--- src/rtl/cache_axi_rd_arbiter_pkg.sv ---
// rtl/cache_axi_rd_arbiter_pkg.sv - shared encodings for the cache AXI read arbiter
package cache_axi_rd_arbiter_pkg;

  typedef enum logic [1:0] {
    ARB_IDLE = 2'd0,
    ARB_AR   = 2'd1,
    ARB_R    = 2'd2
  } arb_state_t;

  typedef enum logic {
    OWN_IC = 1'b0,
    OWN_DC = 1'b1
  } owner_t;

  localparam logic [1:0] AXI_BURST_INCR = 2'b01;
  localparam logic [1:0] AXI_RESP_OKAY  = 2'b00;
  localparam logic [3:0] IC_ARID_DEF    = 4'd0;
  localparam logic [3:0] DC_ARID_DEF    = 4'd1;
  // ICache refills are always full 32-bit words
  localparam logic [2:0] IC_ARSIZE      = 3'd2;

endpackage

--- src/rtl/cache_axi_rd_arbiter.sv ---
// rtl/cache_axi_rd_arbiter.sv - shares one AXI read channel between ICache and DCache
// One transaction outstanding at a time; round-robin on ties; R beats registered to the owner.
module cache_axi_rd_arbiter
  import cache_axi_rd_arbiter_pkg::*;
#(
  parameter logic [3:0] IC_ARID = IC_ARID_DEF,
  parameter logic [3:0] DC_ARID = DC_ARID_DEF,
  parameter int         DATA_W  = 32
) (
  input  logic              clk,
  input  logic              reset,
  input  logic              ic_rd_req,
  input  logic [31:0]       ic_rd_addr,
  input  logic [7:0]        ic_rd_len,
  output logic              ic_rd_gnt,
  output logic              ic_ret_valid,
  output logic              ic_ret_last,
  output logic [DATA_W-1:0] ic_ret_data,
  input  logic              dc_rd_req,
  input  logic [31:0]       dc_rd_addr,
  input  logic [7:0]        dc_rd_len,
  input  logic [2:0]        dc_rd_size,
  output logic              dc_rd_gnt,
  output logic              dc_ret_valid,
  output logic              dc_ret_last,
  output logic [DATA_W-1:0] dc_ret_data,
  output logic [3:0]        arid,
  output logic [31:0]       araddr,
  output logic [7:0]        arlen,
  output logic [2:0]        arsize,
  output logic [1:0]        arburst,
  output logic              arvalid,
  input  logic              arready,
  input  logic [3:0]        rid,
  input  logic [DATA_W-1:0] rdata,
  input  logic [1:0]        rresp,
  input  logic              rlast,
  input  logic              rvalid,
  output logic              rready,
  output logic              rd_err
);

  arb_state_t        state, state_nxt;
  owner_t            owner, last_owner;
  logic [31:0]       addr_q;
  logic [7:0]        len_q;
  logic [2:0]        size_q;
  logic [7:0]        beat_cnt;
  logic              ret_valid_q, ret_last_q;
  logic [DATA_W-1:0] ret_data_q;
  logic              rd_err_q;
  logic              any_req, pick_dc, ar_fire, r_fire, beat_err;

  // A tie goes to whoever was not served last
  assign any_req = ic_rd_req || dc_rd_req;
  assign pick_dc = dc_rd_req && (!ic_rd_req || (last_owner == OWN_IC));
  assign ar_fire = (state == ARB_AR) && arready;
  assign r_fire  = (state == ARB_R) && rvalid;

  assign beat_err = (rresp != AXI_RESP_OKAY) || (rid != arid) ||
                    ((beat_cnt == len_q) != rlast);

  always_ff @(posedge clk or posedge reset) begin
    if (reset) state <= ARB_IDLE;
    else       state <= state_nxt;
  end

  always_comb begin
    state_nxt = state;
    unique case (state)
      ARB_IDLE: if (any_req)          state_nxt = ARB_AR;
      ARB_AR:   if (arready)          state_nxt = ARB_R;
      ARB_R:    if (rvalid && rlast)  state_nxt = ARB_IDLE;
      default:                        state_nxt = ARB_IDLE;
    endcase
  end

  always_comb begin
    arvalid   = (state == ARB_AR);
    rready    = (state == ARB_R);
    ic_rd_gnt = ar_fire && (owner == OWN_IC);
    dc_rd_gnt = ar_fire && (owner == OWN_DC);
  end

  always_ff @(posedge clk or posedge reset) begin
    if (reset) begin
      owner       <= OWN_IC;
      last_owner  <= OWN_IC;
      addr_q      <= '0;
      len_q       <= '0;
      size_q      <= '0;
      beat_cnt    <= '0;
      ret_valid_q <= 1'b0;
      ret_last_q  <= 1'b0;
      ret_data_q  <= '0;
      rd_err_q    <= 1'b0;
    end else begin
      if ((state == ARB_IDLE) && any_req) begin
        owner  <= pick_dc ? OWN_DC : OWN_IC;
        addr_q <= pick_dc ? dc_rd_addr : ic_rd_addr;
        len_q  <= pick_dc ? dc_rd_len : ic_rd_len;
        size_q <= pick_dc ? dc_rd_size : IC_ARSIZE;
      end
      if (ar_fire) begin
        last_owner <= owner;
        beat_cnt   <= '0;
      end
      ret_valid_q <= r_fire;
      if (r_fire) begin
        ret_data_q <= rdata;
        ret_last_q <= rlast;
        beat_cnt   <= beat_cnt + 8'd1;
        if (beat_err) rd_err_q <= 1'b1;
      end
    end
  end

  assign arid    = (owner == OWN_DC) ? DC_ARID : IC_ARID;
  assign araddr  = addr_q;
  assign arlen   = len_q;
  assign arsize  = size_q;
  assign arburst = AXI_BURST_INCR;
  assign rd_err  = rd_err_q;

  assign ic_ret_valid = ret_valid_q && (owner == OWN_IC);
  assign dc_ret_valid = ret_valid_q && (owner == OWN_DC);
  assign ic_ret_last  = ic_ret_valid && ret_last_q;
  assign dc_ret_last  = dc_ret_valid && ret_last_q;
  assign ic_ret_data  = ret_data_q;
  assign dc_ret_data  = ret_data_q;

endmodule

--- config.mk ---
export PLATFORM = sky130hd
export DESIGN_NAME = cache_axi_rd_arbiter
export DESIGN_NICKNAME = d
export VERILOG_FILES = /design/src/rtl/cache_axi_rd_arbiter_pkg.sv /design/src/rtl/cache_axi_rd_arbiter.sv
export SDC_FILE = /design/constraint.sdc
export NUM_CORES = 1
export LEC_CHECK = 0
export BUFFER_PORTS_ARGS = -buffer_cell sky130_fd_sc_hd__buf_2
export CAP_MARGIN = 30
export CORE_ASPECT_RATIO = 0.6
export CORE_UTILIZATION = 40
export CTS_CLUSTER_SIZE = 24
export DETAILED_ROUTE_END_ITERATION = 10
export PLACE_DENSITY = 0.77
export SETUP_SLACK_MARGIN = 0.1
export SYNTH_ARGS = -nofsm -noshare
export SYNTH_HDL_FRONTEND = slang
export SYNTH_SLANG_ARGS = --single-unit
--- constraint.sdc ---
create_clock -name clk -period 3.98 [get_ports clk]
set_input_delay 0.796 -clock clk [delete_from_list [all_inputs] [get_ports clk]]
set_output_delay 0.796 -clock clk [all_outputs]
set_load 0.02 [all_outputs]
==> run summary, run 1 <==
Mean instance size in the synthesized netlist -> 9.54 um2
Cell chosen for the clock root -> clkbuf_16
Post-synth top area cell -> dfrtp_1
Number of enable-type register cells in the synthesized netlist -> 0
Post-detailed-route count of antenna-violating nets -> 0
Share of post-route cells with drive strength above 1 -> 41.6%
Setup repair after global routing missed its margin -> no
Fill count -> 908
Routed vias -> 3693
I/O pin count -> 250
Total standard cell area after synthesis -> 4300 um2
Crit path DAT -> 1630 ps
Number of maximum-capacitance constraint violations -> 0
Largest fanout on the critical path -> 8
Final GP Congestion -> 0.811
Number of buffers inserted by post-CTS setup repair -> 0
Total of buffers placed on input and output ports -> 244
Horizontal extent of the die -> 136 um
Syn-to-layout area delta -> 31.4%
Critical-path cell list -> nand2b_1 -> inv_2 -> nand2_1 -> nor2_1 -> buf_2
Share of synthesized cell area in full adder, half adder and majority cells -> 0.291%
Worst Setup End Kind -> output port
Number of global-route vias before repair -> 3304
Relative slew margins -> 45.2%
Number of pins exceeding their max-slew limit in the final report -> 0
Async set-or-reset flop fraction in the synthesized netlist -> 100%
Fraction of the mapped netlist area in compound gates -> 7.74%
Leakage power -> 3.23 nW
Setup Skew -> 7.90 ps
Library cells used by synthesis -> 36
Initial drt markers -> 124
Antenna Diode Count -> 0
Dominant combinational cell family by area after synthesis -> simple AND/OR/NAND/NOR gates
Number of buffer and inverter stages on the critical path -> 2
Proportion of synthesized area in mux cells -> 9.77%
Area share of the leading cell type in the synthesized netlist -> 52.4%
Number of setup violations in the final report -> 0
Sequential element share of the synthesized area -> 52.4%
Top cells by area, synth -> dfrtp_1, nand2_1, mux2i_1
Worst-case clock buffer depth -> 2
Clock transition at the register clock pins on the worst setup and hold paths after CTS -> 60 ps
Avg Vias per Cell -> 4.66
Pin count of the biggest net entering global routing -> 68
Peak ir drop on the vdd network -> 410 uV
Global-route usage over all layers -> 19.2%
Overflow left after global routing -> 0
H-tree levels -> 3
DP HPWL -> 8260 um
TritonCTS clock tree -> done
Count of hold-fix buffers inserted at cts -> 0
Part of the cycle the worst path needs -> 61.0%
Layout Cell Area excl Fill -> 5650 um2
Worst path top cell family by delay -> simple AND/OR/NAND/NOR gates
Final total negative setup slack -> 0 ps
Achievable clock frequency -> 0.412 GHz
Total length of routed wires -> 10900 um
DRC violation count after routing -> 0
Clock insertion delay at the later pin of the skew report -> 340 ps
Mapped Cells -> 451
Hold Vio Cnt, Final -> 0
Worst Setup Path Type -> flip-flop to output port
Cell total after placement -> 777
Kind of path behind the tightest hold check -> flip-flop to flip-flop
Delay of the slowest cell on the worst path -> 430 ps
Effective utilization at floorplan -> 42.3%
WL per Instance -> 13.8 um
Post-cts repair resize count -> 0
Worst-Margin Slew -> 822 ps
Die Footprint -> 11200 um2
Net total in the final layout -> 782
Global-route wire length before repair -> 16400 um
Initial antenna violation count -> 0
Required time of the critical path -> 3180 ps
Critical Path Slowest Stage Cell -> dfrtp_1
Total number of yosys warnings -> 0
DP Area -> 5350 um2
Synthesized flop and latch total -> 90
Areal power density over the cells -> 813 nW/um2
Site row count -> 28
Post-synthesis simple-gate area fraction -> 17.4%
Chip Height -> 82.3 um
Final std cells w/o fill -> 793
Main synth FF type -> dfrtp_1
Min Tclk post-route -> 2430 ps
CP startpoint kind -> flip-flop
Status -> complete, no violations
Total iterations of the first detailed-routing run -> 4
Post-layout util -> 55.6%
Total clock sinks -> 90
Number of clock buffers inserted by TritonCTS -> 9
Core area -> 10200 um2
Post-synthesis share of cell area spent on xor and xnor gates -> 2.24%
## layout make-up
cell class              count  area, um2  share of cell area (%)
multi-input cells         300       1650                    29.2
clock inverters             7       75.1                    1.33
well taps                 135        169                    2.99
repair buffers            248       1260                    22.4
inverters                   4       17.5                   0.310
flip-flops and latches     90       2250                    39.8
clock buffers               9        225                    3.98
## through the flow
stage | total power [mW] | worst slack, ps | hold WS, ps
global placement | 3.71 | 1620 | 459
floorplan | 3.19 | 849 | 446
detailed placement | 3.78 | 1550 | 468
global route | 4.94 | 1420 | 499
finish | 4.60 | 1550 | 479
CTS | 4.65 | 1510 | 482
## state kept, by name, summed over array words and instances (netlist names), 2 cells and up
name and cells:
araddr 32, dc_ret_data 32, arlen 8, beat_cnt 8
arsize 3, state 2
## cell families (layout without fill, tap and decap cells)
family / count (synthesis) / in the layout
xor gates and xnor gates: 11 / 11
and+or+nand+nor: 181 / 181
adders and majority gates: 1 / 1
DFF: 90 / 90
buffers and inverters: 64 / 268
AOI/OAI and AO/OA: 60 / 60
muxes: 42 / 42
other: 2 / 5
## synthesized netlist by cell type (3+ instances only)
master / number
mux2i_1: 42
o21ai_1: 9
buf_4: 39
o21ai_0: 40
nor2_1: 9
nand2_1: 152
buf_6: 4
buf_2: 11
clkbuf_1: 4
nand3_1: 7
dfrtp_1: 90
xor2_1: 10
a22o_1: 3
## tightest hold or removal path, delay by kind of cell, from the launching register on
kind | cells | cell delay (ps)
flip-flops | 1 | 340
AND/OR/NAND/NOR | 1 | 40
AO/OA/AOI/OAI | 1 | 60
## report_power, final
part / internal, mW / total (mW) / switching, mW
combinational: 0.708 / 2.12 / 1.41
clock: 0.493 / 0.859 / 0.365
sequential: 1.32 / 1.62 / 0.302
## path summary, 6_finish.rpt
check                                       startpoint                          end  slack [ps]  cells past startpoint
worst min-delay path            araddr[29]$_DFFE_PP0P_       araddr[29]$_DFFE_PP0P_         480                      2
worst min register to register  araddr[29]$_DFFE_PP0P_       araddr[29]$_DFFE_PP0P_         480                      2
worst max-delay path              state[1]$_DFFE_PP0P_                    dc_rd_gnt        1550                      5
max in group asynchronous                        reset  dc_ret_data[25]$_DFFE_PP0P_        2490                      3
min in group asynchronous                        reset   dc_ret_data[7]$_DFFE_PP0P_         610                      2
worst max register to register    state[0]$_DFFE_PP0P_      beat_cnt[2]$_DFFE_PP0P_        1970                      6
## placed cells by master, fill, tap and decap left out, drive strengths merged, types with 3 or more instances in the layout
master / instances
buf: 248
nand2: 152
dfrtp: 90
o21ai: 49
mux2i: 42
xor2: 10
nor2: 10
clkbuf: 9
inv: 8
nand3: 7
conb: 5
a22o: 3
## layer usage
layer | global-route usage, % | share of wire [%] | vias to the layer above
met5 | 0 | 0 | -
met4 | 4.67 | 0.78 | 0
met3 | 6.04 | 7.3 | 10
met2 | 32.4 | 49 | 140
met1 | 24.3 | 43 | 1708
li1 | - | - | 1835
Note: power is estimated with default switching activity, not from simulation.
==> run 2, diff against run 1 <==
- PLACE_DENSITY: 0.77 -> 0.8
- clock period: 3.98 -> 2.2 ns (I/O delays scaled with it)
==> run 2 against run 1 <==
Global-route usage hardly changed. Worst hold slack worse by 420 ps. Sequential power is 80% higher. Flip-flop and latch count stayed put. Wire length hardly changed. Largest cell class unchanged.
==> run summary, run 2 (same netlist as run 1, synthesis figures left out) <==
Core area -> 10200 um2 (unchanged)
Number of maximum-capacitance constraint violations -> 0 (unchanged)
Setup repair after global routing missed its margin -> no
Avg Vias per Cell -> 4.71 (+1.2%)
Share of post-route cells with drive strength above 1 -> 41.8% (+0.18 points)
Post-detailed-route count of antenna-violating nets -> 0 (unchanged)
Net total in the final layout -> 785 (+0.38%)
Total of buffers placed on input and output ports -> 244 (unchanged)
Count of hold-fix buffers inserted at cts -> 0 (unchanged)
Number of buffers inserted by post-CTS setup repair -> 0 (unchanged)
Number of pins exceeding their max-slew limit in the final report -> 0 (unchanged)
Crit path DAT -> 1570 ps (-60 ps)
Hold Vio Cnt, Final -> 0 (unchanged)
Global-route track usage on met2 -> 34.1% (+1.7 points)
Horizontal extent of the die -> 136 um (unchanged)
Highest-utilization routing layer at the global route stage -> met2
R2R Path End -> rd_err$_DFFE_PP0P_
Number of setup violations in the final report -> 0 (unchanged)
I/O pin count -> 250 (unchanged)
Fin Hold WS -> 63.9 ps (-415 ps)
Overflow left after global routing -> 0 (unchanged)
Die Footprint -> 11200 um2 (unchanged)
Effective utilization at floorplan -> 42.3% (unchanged)
Worst Setup End Kind -> output port
TritonCTS clock tree -> done
Worst-case clock buffer depth -> 2 (unchanged)
Met3 Usage GRT -> 4.76% (-1.3 points)
Least setup slack across all paths after layout -> 194 ps (-1360 ps)
Pre-CTS WS -> 524 ps (-1020 ps)
Min Tclk post-route -> 2010 ps
Commonest non-fill, non-tap cell in the layout -> buf_2
Final total negative setup slack -> 0 ps (unchanged)
Clock transition at the register clock pins on the worst setup and hold paths after CTS -> 60 ps (about the same)
Chip Height -> 82.3 um (unchanged)
Required time of the critical path -> 1760 ps (-1420 ps)
Achievable clock frequency -> 0.499 GHz
Final GP Congestion -> 0.840 (+3.6%)
Peak ir drop on the vdd network -> 758 uV (+85%)
Reg-to-reg slack, setup -> 750 ps (-1220 ps)
Initial drt markers -> 171 (+38%)
Cell count of the worst reg-to-reg path -> 4 (-2)
Status -> complete, no violations
Total length of routed wires -> 10900 um (about the same)
DP HPWL -> 8530 um (+3.3%)
Cell chosen for the clock root -> clkbuf_16
Syn-to-layout area delta -> 32.7%
Clock insertion delay at the later pin of the skew report -> 320 ps (-20 ps)
Total clock sinks -> 90 (unchanged)
Post-cts repair resize count -> 0 (unchanged)
Leakage power -> 3.25 nW (+0.69%)
Number of clock buffers inserted by TritonCTS -> 9 (unchanged)
Initial antenna violation count -> 0 (unchanged)
Number of global-route vias before repair -> 3558 (+7.7%)
Highest-count cells in the layout ignoring fill and taps -> buf_2, nand2_1, dfrtp_1
Setup Skew -> 5.82 ps (-2.08 ps)
WL per Instance -> 13.8 um (-0.23%)
CP startpoint kind -> flip-flop
Global-route usage over all layers -> 19.2% (about the same)
Routed vias -> 3746 (+1.4%)
DRC violation count after routing -> 0 (unchanged)
Kind of path behind the tightest hold check -> input pin to async pin
Areal power density over the cells -> 1470 nW/um2 (+81%)
H-tree levels -> 3 (unchanged)
PnR Total Power -> 8.41 mW (+83%)
Part of the cycle the worst path needs -> 91.2%
Pin count of the biggest net entering global routing -> 61 (-10%)
Total iterations of the first detailed-routing run -> 4 (unchanged)
Site row count -> 28 (unchanged)
Post-layout util -> 56.2% (+0.53 points)
Global-route wire length before repair -> 16600 um (+0.97%)
Launching point of the worst reg2reg path -> owner$_DFFE_PP0P_
Worst Setup Path Type -> flip-flop to output port
Global Route met1 Usage -> 23.0% (-1.3 points)
Antenna Diode Count -> 0 (unchanged)
Largest fanout on the critical path -> 8 (unchanged)
run 2: cell count changes in the layout (fill, tap and decap cells not counted):
cell	before	now
clkinvlp_4	0	1
inv_6	4	0
clkinv_4	0	1
buf_4	3	5
clkbuf_8	0	1
inv_4	1	0
buf_12	1	2
bufinv_16	1	2
run 2: worst max-delay path, cell delays in order, from the launching register on:
cell and delay, ps:
dfrtp_1 430, nand2b_1 190, inv_2 70, nand2_1 170
nor2_1 190, buf_2 200
run 2: report_power, final:
group / switching (mW) / internal (mW) / total [mW]
registers: 0.534 / 2.38 / 2.92
clock network: 0.595 / 1.02 / 1.61
logic: 2.58 / 1.30 / 3.88
run 2: layout make-up:
cell class / count / area [um2]
multi-input cells: 300 / 1650
flip-flops and latches: 90 / 2250
inverters: 4 / 18.8
repair buffers: 251 / 1300
clock inverters: 5 / 78.8
well taps: 135 / 169
fillers: 917 / 4450
clock buffers: 10 / 239
run 2: how the worst max path moves through the flow:
stage | cells past startpoint | startpoint | endpoint
floorplan | 4 | state[1]$_DFFE_PP0P_ | dc_rd_gnt
global placement | 5 | state[1]$_DFFE_PP0P_ | dc_rd_gnt
detailed placement | 5 | state[1]$_DFFE_PP0P_ | dc_rd_gnt
CTS | 5 | state[1]$_DFFE_PP0P_ | dc_rd_gnt
global route | 5 | state[1]$_DFFE_PP0P_ | dc_rd_gnt
finish | 5 | state[1]$_DFFE_PP0P_ | dc_rd_gnt
run 2: per-stage QoR:
stage / cell area, um2 / instances
floorplan: 4320 / 454
global placement: 5390 / 780
detailed placement: 5390 / 780
CTS: 5710 / 795
global route: 5710 / 795
finish: 5710 / 795
run 2: per-layer routing:
layer  vias to the layer above  routed length, um
met3                        12                563
met4                         0                179
li1                       1840                  -
met2                       126               5520
met5                         -                  0
met1                      1768               4670
==> run 3, diff against run 2 <==
- CAP_MARGIN: 30 -> not set
- CORE_ASPECT_RATIO: 0.6 -> not set
- GPL_ROUTABILITY_DRIVEN: not set -> 0
==> run 3 against run 2 <==
Total power shrank 6.3%. Sequential share of layout area grew 0.76 points. Worst setup slack gained 55 ps. Die area shrank 0.12%. Final cell count is the same. Core utilization shrank 2.2 points. Count of clock-buffer cells in the layout grew 3. Clock skew grew 0.91 ps. Fmax grew 2.8%. Via count grew 0.21%. Flip-flop and latch count is the same. Non-clock buffer count shrank 1. Critical endpoint unchanged. Largest power group unchanged.
==> run summary, run 3 (same netlist as run 1, synthesis figures left out) <==
Worst Setup Path Type -> flip-flop to output port
Number of pins exceeding their max-slew limit in the final report -> 0 (unchanged)
Worst-Margin Slew -> 744 ps
Cell chosen for the clock root -> clkbuf_8
DRC violation count after routing -> 0 (unchanged)
Achievable clock frequency -> 0.513 GHz (+2.8%)
Leakage power -> 3.19 nW (-1.9%)
Highest-count cells in the layout ignoring fill and taps -> buf_2, nand2_1, dfrtp_1
Overflow left after global routing -> 0 (unchanged)
Worst-case clock buffer depth -> 2 (unchanged)
Share of post-route cells with drive strength above 1 -> 41.6% (-0.24 points)
Number of maximum-capacitance constraint violations -> 0 (unchanged)
Effective utilization at floorplan -> 41.5% (-0.86 points)
Number of setup violations in the final report -> 0 (unchanged)
PnR Total Power -> 7.88 mW (-6.3%)
Net total in the final layout -> 784 (-0.13%)
Relative slew margins -> 50.3%
Global-route usage over all layers -> 19.8% (+0.52 points)
WL per Instance -> 13.7 um (-0.29%)
H-tree levels -> 3 (unchanged)
Setup Skew -> 6.73 ps (+0.913 ps)
DP HPWL -> 8440 um (-1.0%)
Core area -> 10400 um2 (+2.1%)
Min Tclk post-route -> 1950 ps (-55.3 ps)
Site row count -> 37 (+32%)
Commonest non-fill, non-tap cell in the layout -> buf_2
Total iterations of the first detailed-routing run -> 4 (unchanged)
Total length of routed wires -> 10900 um (-0.29%)
Horizontal extent of the die -> 106 um (-22%)
Chip Height -> 106 um (+28%)
Syn-to-layout area delta -> 30.2%
Initial antenna violation count -> 0 (unchanged)
Global-route wire length before repair -> 17200 um (+3.7%)
Fill count -> 961 (+4.8%)
Number of clock buffers inserted by TritonCTS -> 9 (unchanged)
Required time of the critical path -> 1760 ps (about the same)
Avg Vias per Cell -> 4.72 (+0.21%)
Antenna Diode Count -> 0 (unchanged)
Number of global-route vias before repair -> 3636 (+2.2%)
Die Footprint -> 11200 um2 (-0.12%)
TritonCTS clock tree -> done
Count of hold-fix buffers inserted at cts -> 0 (unchanged)
Worst Setup End Kind -> output port
Hold Vio Cnt, Final -> 0 (unchanged)
Peak ir drop on the vdd network -> 726 uV (-4.2%)
Post-detailed-route count of antenna-violating nets -> 0 (unchanged)
Clock insertion delay at the later pin of the skew report -> 350 ps (+30 ps)
Post-cts repair resize count -> 0 (unchanged)
Initial drt markers -> 150 (-12%)
Largest fanout on the critical path -> 8 (unchanged)
Kind of path behind the tightest hold check -> input pin to async pin
Pin count of the biggest net entering global routing -> 83 (+36%)
Number of buffers inserted by post-CTS setup repair -> 0 (unchanged)
Status -> complete, no violations
Setup repair after global routing missed its margin -> no
CP startpoint kind -> flip-flop
Total clock sinks -> 90 (unchanged)
Routed vias -> 3754 (+0.21%)
I/O pin count -> 250 (unchanged)
Clock transition at the register clock pins on the worst setup and hold paths after CTS -> 80 ps (+20 ps)
Final total negative setup slack -> 0 ps (unchanged)
Areal power density over the cells -> 1410 nW/um2 (-4.5%)
Part of the cycle the worst path needs -> 88.7% (-2.5 points)
Crit path DAT -> 1510 ps (-60 ps)
Total of buffers placed on input and output ports -> 244 (unchanged)
run 3: cell count changes in the layout (fill, tap and decap cells not counted):
cell	previous run	this run
clkinvlp_4	1	2
buf_4	5	2
nor2_1	9	8
clkbuf_1	0	3
buf_12	2	4
nand2_2	0	1
clkinv_2	2	0
nor2_2	1	2
bufinv_16	2	1
clkinv_4	1	0
clkbuf_16	9	0
nand2_1	152	151
clkbuf_8	1	10
run 3: critical path, stage by stage (launching register included):
cell and delay (ps):
dfrtp_1 440, nand2b_1 190, inv_2 80, nand2_2 130, nor2_2 140, buf_2 190
run 3: worst paths after layout:
check | startpoint | end | slack [ps] | depth (start not counted)
min in group clk | rdata[30] | dc_ret_data[30]$_DFFE_PP0P_ | 270 | 3
worst max register to register | state[0]$_DFFE_PP0P_ | beat_cnt[2]$_DFFE_PP0P_ | 710 | 5
max in group asynchronous | reset | araddr[13]$_DFFE_PP0P_ | 1400 | 3
worst max-delay path | state[1]$_DFFE_PP0P_ | dc_rd_gnt | 250 | 5
worst min-delay path | reset | dc_ret_data[20]$_DFFE_PP0P_ | 210 | 2
worst min register to register | ret_last_q$_DFFE_PP0P_ | ret_last_q$_DFFE_PP0P_ | 480 | 2
run 3: metrics by stage:
stage / setup slack [ps] / std cells / util, % / instance area [um2] / hold slack (ps)
floorplan: 563 / 454 / - / 4320 / 446
global placement: 577 / 780 / 52.1 / 5410 / 458
detailed placement: 515 / 780 / 52.1 / 5410 / 467
CTS: 107 / 795 / 53.9 / 5590 / 213
global route: 126 / 795 / 54.0 / 5600 / 243
finish: 250 / 795 / 54.0 / 5600 / 211
run 3: power by group:
part	switching [mW]	total (mW)	internal, mW
Sequential	0.528	2.91	2.38
Clock	0.540	1.09	0.552
Combinational	2.57	3.89	1.32
run 3: final cells by class:
| cell class | instances | area, um2 | share of cell area (%) |
|---|---|---|---|
| Sequential cell | 90 | 2250 | 40.2 |
| Multi-Input combinational cell | 300 | 1660 | 29.6 |
| Timing Repair Buffer | 250 | 1320 | 23.5 |
| Tap cell | 136 | 170 | 3.04 |
| Clock buffer | 13 | 149 | 2.66 |
| Clock inverter | 2 | 37.5 | 0.670 |
| Inverter | 4 | 18.8 | 0.335 |
run 3: layer usage:
metal	part of all wire [%]	global-route usage (%)	vias up
met2	51	34.7	182
met1	40	23.1	1719
li1	-	-	1832
met4	2.1	8.93	0
met3	6.5	4.08	21
met5	0	0	-
